$ cat config.mk
export PLATFORM = sky130hd
export DESIGN_NAME = sign_extend
export DESIGN_NICKNAME = d
export VERILOG_FILES = /design/src/rtl/sign_extend_pkg.sv /design/src/rtl/sign_extend_imm_decode.sv /design/src/rtl/sign_extend.sv
export SDC_FILE = /design/constraint.sdc
export NUM_CORES = 1
export LEC_CHECK = 0
export CORE_ASPECT_RATIO = 1.1
export CORE_MARGIN = 1.5
export CORE_UTILIZATION = 35
export CTS_CLUSTER_DIAMETER = 100
export DETAILED_ROUTE_END_ITERATION = 16
export HOLD_SLACK_MARGIN = 0.05
export MAX_ROUTING_LAYER = met4
export PLACE_DENSITY = 0.74
export SLEW_MARGIN = 20
export SYNTH_ARGS = -nofsm -noshare
export SYNTH_HDL_FRONTEND = slang
export SYNTH_HIERARCHICAL = 1
export SYNTH_SLANG_ARGS = --single-unit
$ cat constraint.sdc
create_clock -name clk -period 0.8 [get_ports clk]
set_clock_uncertainty 0.1 [all_clocks]
set_input_delay 0.24 -clock clk [delete_from_list [all_inputs] [get_ports clk]]
set_output_delay 0.24 -clock clk [all_outputs]
set_load 0.01 [all_outputs]
$ cat src/rtl/sign_extend_pkg.sv
// Shared constants for the RV32 immediate formatter: format select codes and
// a legality helper used by both the decoder and the output stage.
package sign_extend_pkg;

  localparam int INST_W = 32;
  localparam int FMT_W  = 3;

  localparam logic [FMT_W-1:0] IMM_B = 3'b000;
  localparam logic [FMT_W-1:0] IMM_I = 3'b001;
  localparam logic [FMT_W-1:0] IMM_S = 3'b010;
  localparam logic [FMT_W-1:0] IMM_U = 3'b011;
  localparam logic [FMT_W-1:0] IMM_J = 3'b100;

  // Codes above IMM_J carry no immediate format.
  function automatic logic fmt_is_legal(input logic [FMT_W-1:0] fmt);
    return (fmt <= IMM_J);
  endfunction

endpackage

$ cat src/rtl/sign_extend_imm_decode.sv
// Combinational immediate formatter: gathers the scattered immediate bits of
// an RV32 instruction for the selected format and sign-extends to XLEN.
module imm_decode
  import sign_extend_pkg::*;
#(
  parameter int XLEN = 32
) (
  input  logic [INST_W-1:0] instruction,
  input  logic [FMT_W-1:0]  inst_type,
  output logic [XLEN-1:0]   imm,
  output logic              illegal
);

  logic [31:0] w_imm32;
  logic        w_sign;
  logic        w_unused_opcode;

  assign w_sign = instruction[31];

  // The opcode field never participates: the format comes from inst_type alone.
  assign w_unused_opcode = ^instruction[6:0];

  always_comb begin
    w_imm32 = '0;
    case (inst_type)
      IMM_I: w_imm32 = {{20{w_sign}}, instruction[31:20]};
      IMM_S: w_imm32 = {{20{w_sign}}, instruction[31:25], instruction[11:7]};
      IMM_B: w_imm32 = {{19{w_sign}}, w_sign, instruction[7], instruction[30:25],
                        instruction[11:8], 1'b0};
      IMM_U: w_imm32 = {instruction[31:12], 12'b0};
      IMM_J: w_imm32 = {{11{w_sign}}, w_sign, instruction[19:12], instruction[20],
                        instruction[30:21], 1'b0};
      default: w_imm32 = '0;
    endcase
  end

  assign illegal = !fmt_is_legal(inst_type);

  // Bit 31 of the 32-bit immediate is the sign for every format, U included.
  generate
    if (XLEN > 32) begin : g_wide
      assign imm = {{(XLEN-32){w_imm32[31]}}, w_imm32};
    end else begin : g_native
      assign imm = w_imm32[XLEN-1:0];
    end
  endgenerate

endmodule

$ cat src/rtl/sign_extend.sv
// Registered immediate extractor: one-cycle pipeline stage around imm_decode
// with valid tracking, illegal-format flag and asynchronous active-low reset.
module sign_extend
  import sign_extend_pkg::*;
#(
  parameter int XLEN = 32
) (
  input  logic              clk,
  input  logic              rst_n,
  input  logic              in_valid,
  input  logic [INST_W-1:0] instruction,
  input  logic [FMT_W-1:0]  inst_type,
  output logic [XLEN-1:0]   out,
  output logic              out_valid,
  output logic              type_err
);

  logic [XLEN-1:0] w_imm;
  logic            w_illegal;

  logic [XLEN-1:0] r_out;
  logic            r_out_valid;
  logic            r_type_err;

  imm_decode #(
    .XLEN(XLEN)
  ) u_imm_decode (
    .instruction(instruction),
    .inst_type  (inst_type),
    .imm        (w_imm),
    .illegal    (w_illegal)
  );

  // out/type_err only load on valid input so they hold through idle cycles.
  always_ff @(posedge clk or negedge rst_n) begin
    if (!rst_n) begin
      r_out       <= '0;
      r_out_valid <= 1'b0;
      r_type_err  <= 1'b0;
    end else begin
      r_out_valid <= in_valid;
      if (in_valid) begin
        r_out      <= w_illegal ? '0 : w_imm;
        r_type_err <= w_illegal;
      end
    end
  end

  assign out       = r_out;
  assign out_valid = r_out_valid;
  assign type_err  = r_type_err;

endmodule

==> impl_metrics.env, run 1 <==
export IMPL_drive_above_1_share_pct=42.8
export IMPL_track_usage_pct=19.7
export IMPL_clk_latency_ns=0.28
export IMPL_tritoncts="built"
export IMPL_violations="setup timing"
export IMPL_critPathMaxStageDelay_ns=0.40
export IMPL_gp_congestion=0.890
export IMPL_wirelength_mm=5.71
export IMPL_row_count=28
export IMPL_first_iter_violations=87
export IMPL_postLayoutCoreUtil_pct=61.0
export IMPL_cp_slowest_cell="dfrtp_1"
export IMPL_yosysWarnings=6
export IMPL_htreeDepth=2
export IMPL_leakagePower_nw=1.60
export IMPL_clockBufferDepth=2
export IMPL_netlist_instances=238
export IMPL_nets=385
export IMPL_area_growth_synth_to_final_pct=64.6
export IMPL_power_mw=5.33
export IMPL_reg2regPathDepth=3
export IMPL_yosysTopAreaCellShare_pct=42.0
export IMPL_port_buffers=64
export IMPL_cts_hold_buf=0
export IMPL_cts_clk_slew_worst_paths_ns=0.07
export IMPL_power_density_mw_per_mm2=1600
export IMPL_finalCritPeriodShare_pct=148
export IMPL_cts_sinks=34
export IMPL_cap_violations=0
export IMPL_synth_top_area_cell="dfrtp_1"
export IMPL_worstMarginPinSlew_ns=0.262
export IMPL_crit_path_start_kind="flip-flop"
export IMPL_grt_use_met3_pct=4.61
export IMPL_synth_area_mm2=0.00202
export IMPL_use_met2_pct=35.3
export IMPL_tns_ns=-21.37
export IMPL_grt_pass1_wl_mm=9.00
export IMPL_max_freq_mhz=847
export IMPL_syn_avg_cell_area_um2=8.51
export IMPL_vias=2050
export IMPL_fillers=478
export IMPL_placed_cell_area_mm2=0.00286
export IMPL_hp_class="in2reg"
export IMPL_place_hpwl_mm=3.70
export IMPL_synth_seq_cells=34
export IMPL_stdcell_area_mm2=0.00333
export IMPL_yosysSeqAreaShare_pct=42.0
export IMPL_yosys_top_cells_area="dfrtp_1 42%, nand3b_1 12%, inv_1 5.9%, o21ai_0 4.9%, a21oi_1 4.7%"
export IMPL_start_util_pct=37.0
export IMPL_vias_per_cell=4.85
export IMPL_cp_depth=1
export IMPL_end_kind="output pin"
export IMPL_dieArea_mm2=0.00625
export IMPL_rsz0062_at_grt="true"
export IMPL_setup_viol=67
export IMPL_status="finished with violations"
export IMPL_postRouteAntennaNets=0
export IMPL_die_h_um=82.8
export IMPL_fp_dieW_um=75.5
export IMPL_fin_ws_ns=-0.380
export IMPL_critPathBufInv=1
export IMPL_antenna_found_initial=0
export IMPL_crit_arrival_ns=0.84
export IMPL_cts_buffers=5
export IMPL_finalCriticalPeriod_ns=1.18
export IMPL_hold_path_depth=2
export IMPL_crit_path_max_fanout=2
export IMPL_max_slew_margin_pct=82.5
export IMPL_crit_type="reg2out"
export IMPL_final_max_slew_viol_count=0
export IMPL_core_mm2=0.00547
export IMPL_path_delay_family="flip-flops"
export IMPL_grt_max_degree=37
export IMPL_cts_root_buf="clkbuf_8"
export IMPL_ir_drop_uv=644
export IMPL_wl_per_cell_um=13.5
export IMPL_netlist_cell_type_count=25
export IMPL_path_cells="buf_2"
export IMPL_grt_busiest_layer="met2"
export IMPL_synthesis_nets=276
export IMPL_grt_ovfl_total=0
export IMPL_finalHoldViolCount=0
export IMPL_diodes=0
export IMPL_grt_pass1_vias=2027
export IMPL_grt_use_met1_pct=21.6
export IMPL_first_pass_iters=4
export IMPL_drc=0
export IMPL_worstPathRequired_ns=0.46
export IMPL_ioPinCount=72
[worst paths after layout]
check                      startpoint        to  slack [ns]
max                           out[10]   out[10]       -0.38
min                          in_valid   out[26]        0.19
max reg2reg                  type_err  type_err       -0.32
min reg2reg                   out[28]   out[28]        0.40
max in group asynchronous       rst_n    out[3]        0.20
min in group asynchronous       rst_n   out[13]        0.20
[report_power, final]
group | total [mW] | switching, mW | internal, mW
clock network | 1.92 | 0.671 | 1.25
registers | 1.94 | 0.0787 | 1.86
logic | 1.47 | 0.652 | 0.813
total | 5.33 | 1.40 | 3.92
[synthesized netlist by cell type]
cell      count
dfrtp_1      34
nand3b_1     33
inv_1        32
nand2_1      23
o21ai_0      20
a21oi_1      19
o21ai_1      17
nor2b_1       9
and2b_1       8
buf_2         8
buf_6         8
o22ai_1       7
nand3_1       4
clkbuf_1      3
mux2_2        2
nand2_2       2
a21o_1        1
a22o_1        1
and2_2        1
and3b_4       1
buf_4         1
maj3_2        1
mux2i_1       1
nand2b_4      1
nor2_1        1
[cells by family (layout without fill, tap and decap cells)]
logic type | count (synthesis) | count (layout) | synth area share, %
AOI/OAI and AO/OA | 65 | 65 | 16.8
adders and majority gates | 1 | 1 | 0.556
buffers and inverters | 52 | 161 | 13.3
DFF | 34 | 34 | 42.0
muxes | 3 | 3 | 1.61
and+or+nand+nor | 83 | 84 | 25.7
[final cells by class]
cell class	count	area (µm²)	share of cell area [%]
clock inverters	3	68.8	2.06
well taps	75	93.8	2.82
clock buffers	5	68.8	2.06
flip-flops and latches	34	851	25.5
repair buffers	121	1050	31.6
inverters	32	120	3.60
multi-input cells	153	1080	32.3
[flip-flops by register name, indices dropped and copies added (netlist names)]
register / cells
out: 32
out_valid: 1
type_err: 1
[per-layer routing]
| metal | part of all wire [%] | up-vias |
|---|---|---|
| li1 | - | 1007 |
| met1 | 41 | 953 |
| met2 | 52 | 81 |
| met3 | 5.7 | 9 |
| met4 | 1.6 | 0 |
| met5 | 0 | - |
[placed cells by master (no fill, tap or decap), types with 2 or more instances in the layout]
master	n
clkdlybuf4s50_1	19
a21oi_2	12
mux2_4	2
nor2b_4	7
dlygate4sd2_1	4
a21oi_1	7
buf_4	42
buf_6	20
nand3b_1	33
dfrtp_1	34
nand2b_4	2
nand3_1	3
o22ai_1	7
buf_2	27
clkbuf_8	5
and2b_1	6
nand2_1	14
buf_12	4
nand2_2	11
inv_1	32
o21ai_1	35
bufinv_16	2
o21ai_2	2
[timing repair]
action,4_1_cts,5_1_grt
resized for setup,214,25
pin swaps,11,3
setup buffers,21,10
cloned,3,0
setup endpoints to repair,67,67
[through the flow]
| stage | hold slack [ns] | cells | setup slack (ns) |
|---|---|---|---|
| 2_1_floorplan | -0.156 | 238 | -0.393 |
| 3_3_place_gp | 0.399 | 382 | -1.03 |
| 3_5_place_dp | 0.402 | 382 | -1.06 |
| 4_1_cts | 0.192 | 414 | -0.392 |
| 5_1_grt | 0.202 | 423 | -0.408 |
| 6_report | 0.193 | 423 | -0.380 |
Note: power is estimated with default switching activity, not from simulation.
==> inputs of run 2 (changes only) <==
Settings changed: DONT_BUFFER_PORTS from default to 1, PLACE_DENSITY 0.74 to 0.58.
==> impl_metrics.env, run 2 (synthesized netlist as in run 1, its figures left out) <==
export IMPL_status="finished with violations"
export IMPL_violations="hold timing, setup timing"
export IMPL_port_buffers=0
export IMPL_largest_register_ffs=32
export IMPL_max_slew_margin_pct=84.6
export IMPL_leakagePower_nw=0.994
export IMPL_cp_slowest_cell="dfrtp_1"
export IMPL_placed_cell_area_mm2=0.00204
export IMPL_final_common_cell="o21ai_1"
export IMPL_power_frac_clock_pct=30.9
export IMPL_wirelength_mm=5.13
export IMPL_postLayoutCoreUtil_pct=42.3
export IMPL_critPathMaxStageDelay_ns=0.39
export IMPL_rsz0062_at_grt="true"
export IMPL_p_seq_share_pct=53.2
export IMPL_nets=278
export IMPL_setup_viol=61
export IMPL_fillers=584
export IMPL_grt_ovfl_total=0
export IMPL_hp_class="in2async"
export IMPL_drc=0
export IMPL_clockBufferDepth=2
export IMPL_clk_latency_ns=0.28
export IMPL_fin_ws_ns=-0.326
export IMPL_tritoncts="built"
export IMPL_critPathBufInv=1
export IMPL_cap_violations=0
export IMPL_drive_above_1_share_pct=22.5
export IMPL_crit_path_max_fanout=2
export IMPL_max_freq_mhz=888
export IMPL_first_iter_violations=67
export IMPL_power_mw=3.82
export IMPL_tns_ns=-10.54
export IMPL_grt_pass1_vias=1576
export IMPL_ioPinCount=72
export IMPL_path_delay_family="flip-flops"
export IMPL_place_hpwl_mm=3.39
export IMPL_start_util_pct=37.0
export IMPL_ir_drop_uv=663
export IMPL_crit_arrival_ns=0.79
export IMPL_worstMarginPinSlew_ns=0.231
export IMPL_switching_share_pct=27.3
export IMPL_final_max_slew_viol_count=0
export IMPL_finalHoldViolCount=67
export IMPL_core_mm2=0.00547
export IMPL_postRouteAntennaNets=0
export IMPL_cts_clk_slew_worst_paths_ns=0.07
export IMPL_power_switching_mw=1.04
export IMPL_gp_congestion=0.831
export IMPL_p_int_mw=2.78
export IMPL_finalCritPeriodShare_pct=141
export IMPL_vias=1599
export IMPL_end_kind="output pin"
export IMPL_final_cell_mix="35 x o21ai_1, 34 x dfrtp_1, 33 x nand3b_1"
export IMPL_dieArea_mm2=0.00625
export IMPL_die_h_um=82.8
export IMPL_diodes=0
export IMPL_path_cells="buf_6"
export IMPL_first_pass_iters=4
export IMPL_cts_root_buf="clkbuf_8"
export IMPL_track_usage_pct=18.4
export IMPL_fp_dieW_um=75.5
export IMPL_stdcell_area_mm2=0.00231
export IMPL_vias_per_cell=5.08
export IMPL_power_density_mw_per_mm2=1660
export IMPL_holdWs_ns=-0.451
export IMPL_antenna_found_initial=0
export IMPL_cts_buffers=5
export IMPL_finalCriticalPeriod_ns=1.13
export IMPL_grt_pass1_wl_mm=8.29
export IMPL_crit_type="reg2out"
export IMPL_htreeDepth=2
export IMPL_grt_max_degree=67
export IMPL_row_count=28
export IMPL_combPwrFrac_pct=15.9
export IMPL_cts_sinks=34
export IMPL_crit_path_start_kind="flip-flop"
export IMPL_area_growth_synth_to_final_pct=14.1
export IMPL_worstPathRequired_ns=0.46
export IMPL_wl_per_cell_um=16.3
-- run 2: power by group through the flow --
stage / Clock, mW / Combinational, mW / Sequential [mW]
finish: 1.18 / 0.608 / 2.03
global route: 1.33 / 0.681 / 2.06
CTS: 1.24 / 0.549 / 2.04
detailed placement: 0 / 0.491 / 2.07
global placement: 0 / 0.485 / 2.07
floorplan: 0 / 0.517 / 2.04
-- run 2: worst paths after layout --
kind / from / slack [ns] / end / depth (start not counted)
max: type_err / -0.33 / type_err / 1
min: rst_n / -0.45 / out[18] / 0
max reg2reg: type_err / -0.18 / type_err / 2
min reg2reg: out[30] / 0.46 / out[30] / 2
max in group asynchronous: rst_n / 0.96 / out[19] / 0
min in group clk: in_valid / -0.11 / out_valid / 0
-- run 2: cell type report --
cell class	count	area, µm²	area share, %
multi-input cells	155	1040	45.2
clock buffers	5	68.8	2.98
clock inverters	2	10.0	0.433
inverters	32	120	5.20
flip-flops and latches	34	851	36.8
repair buffers	12	123	5.31
well taps	75	93.8	4.06
-- run 2: per-stage QoR --
| stage | cells | worst slack, ns | hold slack, ns |
|---|---|---|---|
| 2_1_floorplan | 238 | -0.393 | -0.156 |
| 6_report | 315 | -0.326 | -0.451 |
| 4_1_cts | 308 | -0.340 | -0.466 |
| 3_3_place_gp | 297 | -0.556 | -0.155 |
| 5_1_grt | 315 | -0.365 | -0.477 |
| 3_5_place_dp | 297 | -0.517 | -0.155 |
-- run 2: what timing repair did --
item,CTS,global route
buffers inserted,1,8
resized for setup,23,17
pin swaps,6,9
gates cloned,3,0
hold endpoints to repair,68,68
endpoints found under the setup margin,67,67
-- run 2: worst reg2reg max path: cells and delay by family, from the launching register on --
family | cells | cell delay, ns
multiplexers | 1 | 0.25
flip-flops | 1 | 0.39
buffers and inverters | 1 | 0.13
-- run 2: per-layer routing --
layer	GRT usage [%]	share of wire, %
met1	23.4	44
met2	28.2	48
met3	5.58	6.3
met4	5.36	0.93
met5	-	0
==> inputs of run 3 (changes only) <==
Settings changed: GPL_ROUTABILITY_DRIVEN from default to 0.
==> results of run 3 <==
Final layout, timing and power as in run 2 (identical DEF).
